--- src/rtl/fp_d_pkg.sv ---
// Shared IEEE-754 double-precision field constants for the integer-to-double
// conversion path.
package fp_d_pkg;

  localparam int EXP_BIAS = 1023;
  localparam int NEXP     = 11;
  localparam int NSIG     = 52;

  localparam logic [63:0] D_POS_ZERO = 64'h0000_0000_0000_0000;

endpackage

--- src/rtl/fp_cvt_d_w_core.sv ---
// Combinational 32-bit integer to double conversion (fcvt.d.w / fcvt.d.wu).
// Every 32-bit integer fits in the 53-bit significand, so the result is exact.
module fp_cvt_d_w_core
  import fp_d_pkg::*;
(
  input  logic [31:0] src,
  input  logic        is_signed,
  output logic [63:0] d
);

  logic            neg;
  logic [31:0]     mag;
  logic [4:0]      msb;
  logic [31:0]     norm;
  logic [NEXP-1:0] exp_f;
  logic [NSIG-1:0] frac;

  always_comb begin
    neg = is_signed & src[31];
    // Two's complement negation maps 0x80000000 onto itself, i.e. 2^31 unsigned.
    mag = neg ? (~src + 32'd1) : src;
    msb = '0;
    for (int i = 0; i < 32; i++) begin
      if (mag[i]) msb = 5'(i);
    end
    norm  = mag << (5'd31 - msb);
    exp_f = NEXP'(EXP_BIAS) + NEXP'(msb);
    // Implicit leading one at norm[31] is dropped; the rest is left-aligned.
    frac  = {norm[30:0], {(NSIG - 31){1'b0}}};
    d     = (mag == 32'd0) ? D_POS_ZERO : {neg, exp_f, frac};
  end

endmodule

--- src/rtl/fp_cvt_d_w_sched.sv ---
// Round-robin scheduler sharing one integer-to-double converter among NREQ
// requesters through a two-stage pipeline with a backpressured result port.
module fp_cvt_d_w_sched
  import fp_d_pkg::*;
#(
  parameter int NREQ = 4,
  parameter int TAGW = 5,
  parameter int IDW  = 2
) (
  input  logic                 clk,
  input  logic                 rst,
  input  logic [NREQ-1:0]      req_valid,
  output logic [NREQ-1:0]      req_ready,
  input  logic [NREQ*32-1:0]   req_src,
  input  logic [NREQ-1:0]      req_signed,
  input  logic [NREQ*TAGW-1:0] req_tag,
  input  logic                 flush,
  output logic                 out_valid,
  input  logic                 out_ready,
  output logic [63:0]          out_data,
  output logic [TAGW-1:0]      out_tag,
  output logic [IDW-1:0]       out_id,
  output logic                 busy
);

  // Handshake: a beat moves when valid and ready are both high in the same
  // cycle; valid must not wait for ready, and ready is computed without
  // looking at anything but the arbitration choice.

  logic            s1_valid_q, s1_valid_d;
  logic [31:0]     s1_src_q, s1_src_d;
  logic            s1_signed_q, s1_signed_d;
  logic [TAGW-1:0] s1_tag_q, s1_tag_d;
  logic [IDW-1:0]  s1_id_q, s1_id_d;

  logic            out_valid_q, out_valid_d;
  logic [63:0]     out_data_q, out_data_d;
  logic [TAGW-1:0] out_tag_q, out_tag_d;
  logic [IDW-1:0]  out_id_q, out_id_d;

  logic [IDW-1:0]  ptr_q, ptr_d;

  logic            adv;
  logic            s1_acc;
  logic            grant_en;
  logic            gnt_found;
  logic [IDW-1:0]  gnt_idx;
  logic [IDW-1:0]  cand;
  logic            xfer;
  logic [31:0]     sel_src;
  logic            sel_signed;
  logic [TAGW-1:0] sel_tag;
  logic [63:0]     core_d;

  fp_cvt_d_w_core u_core (
    .src       (s1_src_q),
    .is_signed (s1_signed_q),
    .d         (core_d)
  );

  assign adv      = !out_valid_q | out_ready;
  assign s1_acc   = !s1_valid_q | adv;
  assign grant_en = s1_acc & !flush & !rst;

  // First valid requester at or after the pointer, wrapping modulo NREQ.
  always_comb begin
    gnt_found = 1'b0;
    gnt_idx   = '0;
    cand      = '0;
    for (int k = 0; k < NREQ; k++) begin
      cand = IDW'((int'(ptr_q) + k) % NREQ);
      if (!gnt_found && req_valid[cand]) begin
        gnt_found = 1'b1;
        gnt_idx   = cand;
      end
    end
  end

  always_comb begin
    req_ready  = '0;
    xfer       = grant_en & gnt_found;
    sel_src    = '0;
    sel_signed = 1'b0;
    sel_tag    = '0;
    if (xfer) req_ready[gnt_idx] = 1'b1;
    for (int i = 0; i < NREQ; i++) begin
      if (gnt_idx == IDW'(i)) begin
        sel_src    = req_src[32*i +: 32];
        sel_signed = req_signed[i];
        sel_tag    = req_tag[TAGW*i +: TAGW];
      end
    end
  end

  always_comb begin
    ptr_d = ptr_q;
    if (xfer) ptr_d = (gnt_idx == IDW'(NREQ - 1)) ? '0 : gnt_idx + IDW'(1);
  end

  always_comb begin
    s1_valid_d  = s1_valid_q;
    s1_src_d    = s1_src_q;
    s1_signed_d = s1_signed_q;
    s1_tag_d    = s1_tag_q;
    s1_id_d     = s1_id_q;
    if (s1_acc) begin
      s1_valid_d = xfer;
      if (xfer) begin
        s1_src_d    = sel_src;
        s1_signed_d = sel_signed;
        s1_tag_d    = sel_tag;
        s1_id_d     = gnt_idx;
      end
    end
    if (flush) s1_valid_d = 1'b0;
  end

  // Output registers only load on advance, so they hold while stalled.
  always_comb begin
    out_valid_d = out_valid_q;
    out_data_d  = out_data_q;
    out_tag_d   = out_tag_q;
    out_id_d    = out_id_q;
    if (adv) begin
      out_valid_d = s1_valid_q;
      if (s1_valid_q) begin
        out_data_d = core_d;
        out_tag_d  = s1_tag_q;
        out_id_d   = s1_id_q;
      end
    end
    if (flush) out_valid_d = 1'b0;
  end

  always_ff @(posedge clk) begin
    if (rst) begin
      s1_valid_q  <= 1'b0;
      s1_src_q    <= '0;
      s1_signed_q <= 1'b0;
      s1_tag_q    <= '0;
      s1_id_q     <= '0;
      out_valid_q <= 1'b0;
      out_data_q  <= D_POS_ZERO;
      out_tag_q   <= '0;
      out_id_q    <= '0;
      ptr_q       <= '0;
    end else begin
      s1_valid_q  <= s1_valid_d;
      s1_src_q    <= s1_src_d;
      s1_signed_q <= s1_signed_d;
      s1_tag_q    <= s1_tag_d;
      s1_id_q     <= s1_id_d;
      out_valid_q <= out_valid_d;
      out_data_q  <= out_data_d;
      out_tag_q   <= out_tag_d;
      out_id_q    <= out_id_d;
      ptr_q       <= ptr_d;
    end
  end

  assign out_valid = out_valid_q;
  assign out_data  = out_data_q;
  assign out_tag   = out_tag_q;
  assign out_id    = out_id_q;
  assign busy      = s1_valid_q | out_valid_q;

endmodule

--- config.mk ---
export PLATFORM = sky130hd
export DESIGN_NAME = fp_cvt_d_w_sched
export DESIGN_NICKNAME = d
export VERILOG_FILES = /design/src/rtl/fp_d_pkg.sv /design/src/rtl/fp_cvt_d_w_core.sv /design/src/rtl/fp_cvt_d_w_sched.sv
export SDC_FILE = /design/constraint.sdc
export NUM_CORES = 1
export LEC_CHECK = 0
export ABC_AREA = 1
export CORE_MARGIN = 2
export CORE_UTILIZATION = 52
export CTS_CLUSTER_SIZE = 12
export DETAILED_ROUTE_END_ITERATION = 7
export PLACE_DENSITY = 0.95
export SLEW_MARGIN = 25
export SYNTH_ARGS = -nofsm -noshare
export SYNTH_HDL_FRONTEND = slang
export SYNTH_SLANG_ARGS = --single-unit
export TNS_END_PERCENT = 1
--- constraint.sdc ---
create_clock -name clk -period 11.2 [get_ports clk]
set_clock_uncertainty 0.1 [all_clocks]
set_input_delay 1.68 -clock clk [delete_from_list [all_inputs] [get_ports clk]]
set_output_delay 1.68 -clock clk [all_outputs]
set_load 0.01 [all_outputs]
==> qor.yml <==
status: "completed"
holdPathStages: 2
clk_pin_slew_ps: 60
worstPathCellList: "clkdlybuf4s50_1, or2_2, o21ai_0, or2_2, nand2_1, nor2_1, o21ai_0, o21ai_0, a21oi_1, inv_1, ha_1, buf_4, inv_2, nor2_1, clkdlybuf4s50_1"
io_buffers: 215
crit_cells: 15
synth_flop_cell: "dfxtp_1"
end_kind: "output pin"
wirelength_um: 24300
path_max_fanout: 39
critical_path.top_delay_family: "buffers and inverters"
wire_per_inst_um: 15.6
start_util_pct: 53.6
ctsResizeCount: 0
seq_area_frac_synth_pct: 24.9
worst_slack_ps: 4220
r2r_cells: 27
switching_share_pct: 55.9
rsz0062_at_grt: "no"
cts.sinks: 93
synth_compound_area_share_pct: 16.6
p_seq_share_pct: 14.5
placed_cells: 1534
via_per_inst: 5.68
pin_count: 237
ys_warn_count: 0
cpMostUsedCell: "o21ai_0"
cts_buffer_depth: 2
synth_fa_ha_area_share_pct: 1.34
power.switching_w: 0.00182
muxShareOfSynthArea_pct: 0.402
instances_no_fill: 1551
die_h_um: 124
p_int_w: 0.00143
h-tree-depth: 3
period_needed_ps: 6980
fill_cells: 1131
drv_slew: 0
fin_crit_sh_pct: 62.3
ys_ff_latch: 93
synth_edf_count: 0
fin_tns_setup_ps: 0
synthArstFlopShare_pct: 0
dp_hpwl_um: 19000
combPwrFrac_pct: 76.3
synth_area_mm2: 0.00746
timing.fmax_mhz: 143
required_ps: 9420
path_class: "in2out"
avgSynthCellArea_um2: 6.18
place_ws_ps: 4340
vdd_drop_max_uv: 217
slew-limit-headroom_pct: 37.9
antenna_found_initial: 0
grt.total_usage_pct: 31.6
totalPowerFinal_w: 0.00325
dr_total_vias: 8803
cts_tree: "yes"
coreArea_mm2: 0.0139
hp-class: "reg2reg"
r2r_slack_ps: 6220
grt_max_degree: 93
drive_above_1_share_pct: 6.93
setup_viol: 0
std_cell_rows: 43
insertion_delay_ps: 360
slowest_stage: "clkdlybuf4s50_1"
worst-path-buf-inv: 5
die_w_um: 124
drtIter0Drc: 747
grt-ovfl-total: 0
synth_top_family_by_area: "simple AND/OR/NAND/NOR gates"
hold_buffers: 0
synth-xor-area-share_pct: 2.88
netlist_instances: 1208
synthSimpleGateAreaFrac_pct: 42.6
cts_root_buf: "clkbuf_16"
critPathArrivalTime_ps: 5200
slowest_delay_ps: 550
startpoint_type: "input pin"
design.die.area_mm2: 0.0153
synth_cell_types: 47
hold_violations: 0
pwr_density_cell_mw_per_mm2: 333
cts_made_buffers: 9
gp_congestion: 1.01
grt_pass1_vias: 7975
p_leak_nw: 4.04
clock_power_share_pct: 9.2
worst_pin_slew_ps: 932
firstDrtPassIters: 5
drc: 0
max_cap_violations: 0
finalNetCount: 1533
area_delta_synth_final_pct: 30.9
post_cts.repair.setup_buffers: 0
grt_pass1_wl_um: 38500
ant_nets: 0
[layout make-up]
class / count / area [um^2] / area share [%]
Clock inverter: 4 / 47.5 / 0.487
Multi-Input combinational cell: 951 / 4850 / 49.6
Antenna cell: 1 / 2.50 / 0.0256
Timing Repair Buffer: 224 / 2210 / 22.7
Tap cell: 180 / 225 / 2.30
Sequential cell: 93 / 1860 / 19.1
Clock buffer: 12 / 246 / 2.52
Inverter: 86 / 323 / 3.30
[path summary, 6_finish.rpt]
check / from / to
worst min register to register: s1_id_q[1]$_SDFFE_PP0P_ / out_id[1]$_SDFFE_PP0P_
worst max-delay path: req_valid[1] / req_ready[2]
worst max register to register: s1_src_q[0]$_SDFFE_PP0P_ / out_data[56]$_SDFFE_PP0P_
worst min-delay path: s1_id_q[1]$_SDFFE_PP0P_ / out_id[1]$_SDFFE_PP0P_
[cells by family (layout without fill, tap and decap cells)]
| kind of cell | after synthesis | count (layout) |
|---|---|---|
| multiplexers | 3 | 3 |
| AND/OR/NAND/NOR | 711 | 711 |
| buffers and inverters | 184 | 326 |
| AO/OA/AOI/OAI | 186 | 186 |
| adder cells (fa/ha/maj) | 8 | 8 |
| XOR/XNOR | 22 | 22 |
| other | 1 | 22 |
| flip-flops | 93 | 93 |
[cell usage after synthesis, types with 5 or more instances]
cell	number	area, um^2
nand2_1	360	1350
nand3_1	192	961
nor2_1	94	353
dfxtp_1	93	1860
inv_1	71	267
a21oi_1	54	270
clkbuf_1	43	161
a31oi_1	38	238
buf_4	25	188
buf_2	24	120
o211ai_1	21	158
a221o_1	19	190
a221oi_1	19	166
o21ai_0	18	90.1
xor2_1	17	149
nand3_2	16	160
inv_2	15	56.3
nand2_2	10	62.6
ha_1	8	100
nand4_1	8	50.1
nor3_1	7	35.0
o21ai_1	6	30.0
nor2_2	5	31.3
or2_2	5	31.3
[per-layer routing]
layer  routed length [um]  GRT usage [%]  share of wire [%]
met5                    0              0                  0
met4                  891           14.3                3.7
met3                 1790           6.27                7.4
met2                11700           52.9                 48
met1                 9870           39.1                 41
[tightest hold or removal path: cells and delay by family, from the launching register on]
family	cells	cell delay [ps]
simple gates	1	60
compound gates	1	50
flops	1	310
[power by group through the flow]
stage / Sequential [W] / Clock [W] / Combinational [W]
after floorplan: 0.000485 / 0 / 0.00189
final: 0.000470 / 0.000300 / 0.00248
after global routing: 0.000479 / 0.000315 / 0.00276
after global placement: 0.000471 / 0 / 0.00239
after CTS: 0.000469 / 0.000303 / 0.00243
after detailed placement: 0.000476 / 0 / 0.00242
[flip-flops by register name, indices dropped and copies added, names as in the netlist]
| signal | cells |
|---|---|
| s1_signed_q | 1 |
| s1_valid_q | 1 |
| s1_tag_q | 5 |
| out_data | 42 |
| out_id | 2 |
| out_tag | 5 |
| s1_src_q | 32 |
| ptr_q | 2 |
| s1_id_q | 2 |
| out_valid | 1 |
[cell usage in the layout, fill, tap and decap left out, types with 2 or more instances in the layout]
cell / synthesis / routed
a221oi_1: 19 / 19
clkdlybuf4s50_1: 0 / 214
nand2_4: 3 / 3
buf_4: 25 / 9
inv_1: 71 / 70
nor2_1: 94 / 91
a21oi_1: 54 / 54
nand3b_1: 2 / 2
nand4_1: 8 / 8
conb_1: 1 / 21
o211ai_1: 21 / 21
nor2_2: 5 / 8
nand3_1: 192 / 192
nand3_2: 16 / 16
nand2_2: 10 / 10
xor2_2: 3 / 3
xnor2_1: 2 / 2
and2_1: 2 / 2
nand2_1: 360 / 360
o21ai_1: 6 / 6
inv_2: 15 / 16
clkbuf_1: 43 / 2
xor2_1: 17 / 17
clkbuf_16: 0 / 9
a211oi_1: 3 / 3
a21oi_2: 4 / 4
ha_1: 8 / 8
dfxtp_1: 93 / 93
clkinv_2: 0 / 2
a31oi_1: 38 / 38
a221o_1: 19 / 19
mux2i_1: 3 / 3
or2_2: 5 / 5
nor3_1: 7 / 7
o21ai_0: 18 / 18
[metrics by stage]
stage | cell area, um^2 | hold slack, ps | util, %
after floorplan | 7540 | 340 | -
after global placement | 9480 | 349 | 68.0
after detailed placement | 9480 | 356 | 68.0
after CTS | 9770 | 364 | 70.1
after global routing | 9770 | 375 | 70.1
final | 9770 | 360 | 70.1
No activity file was read; power rests on OpenSTA's default activity.
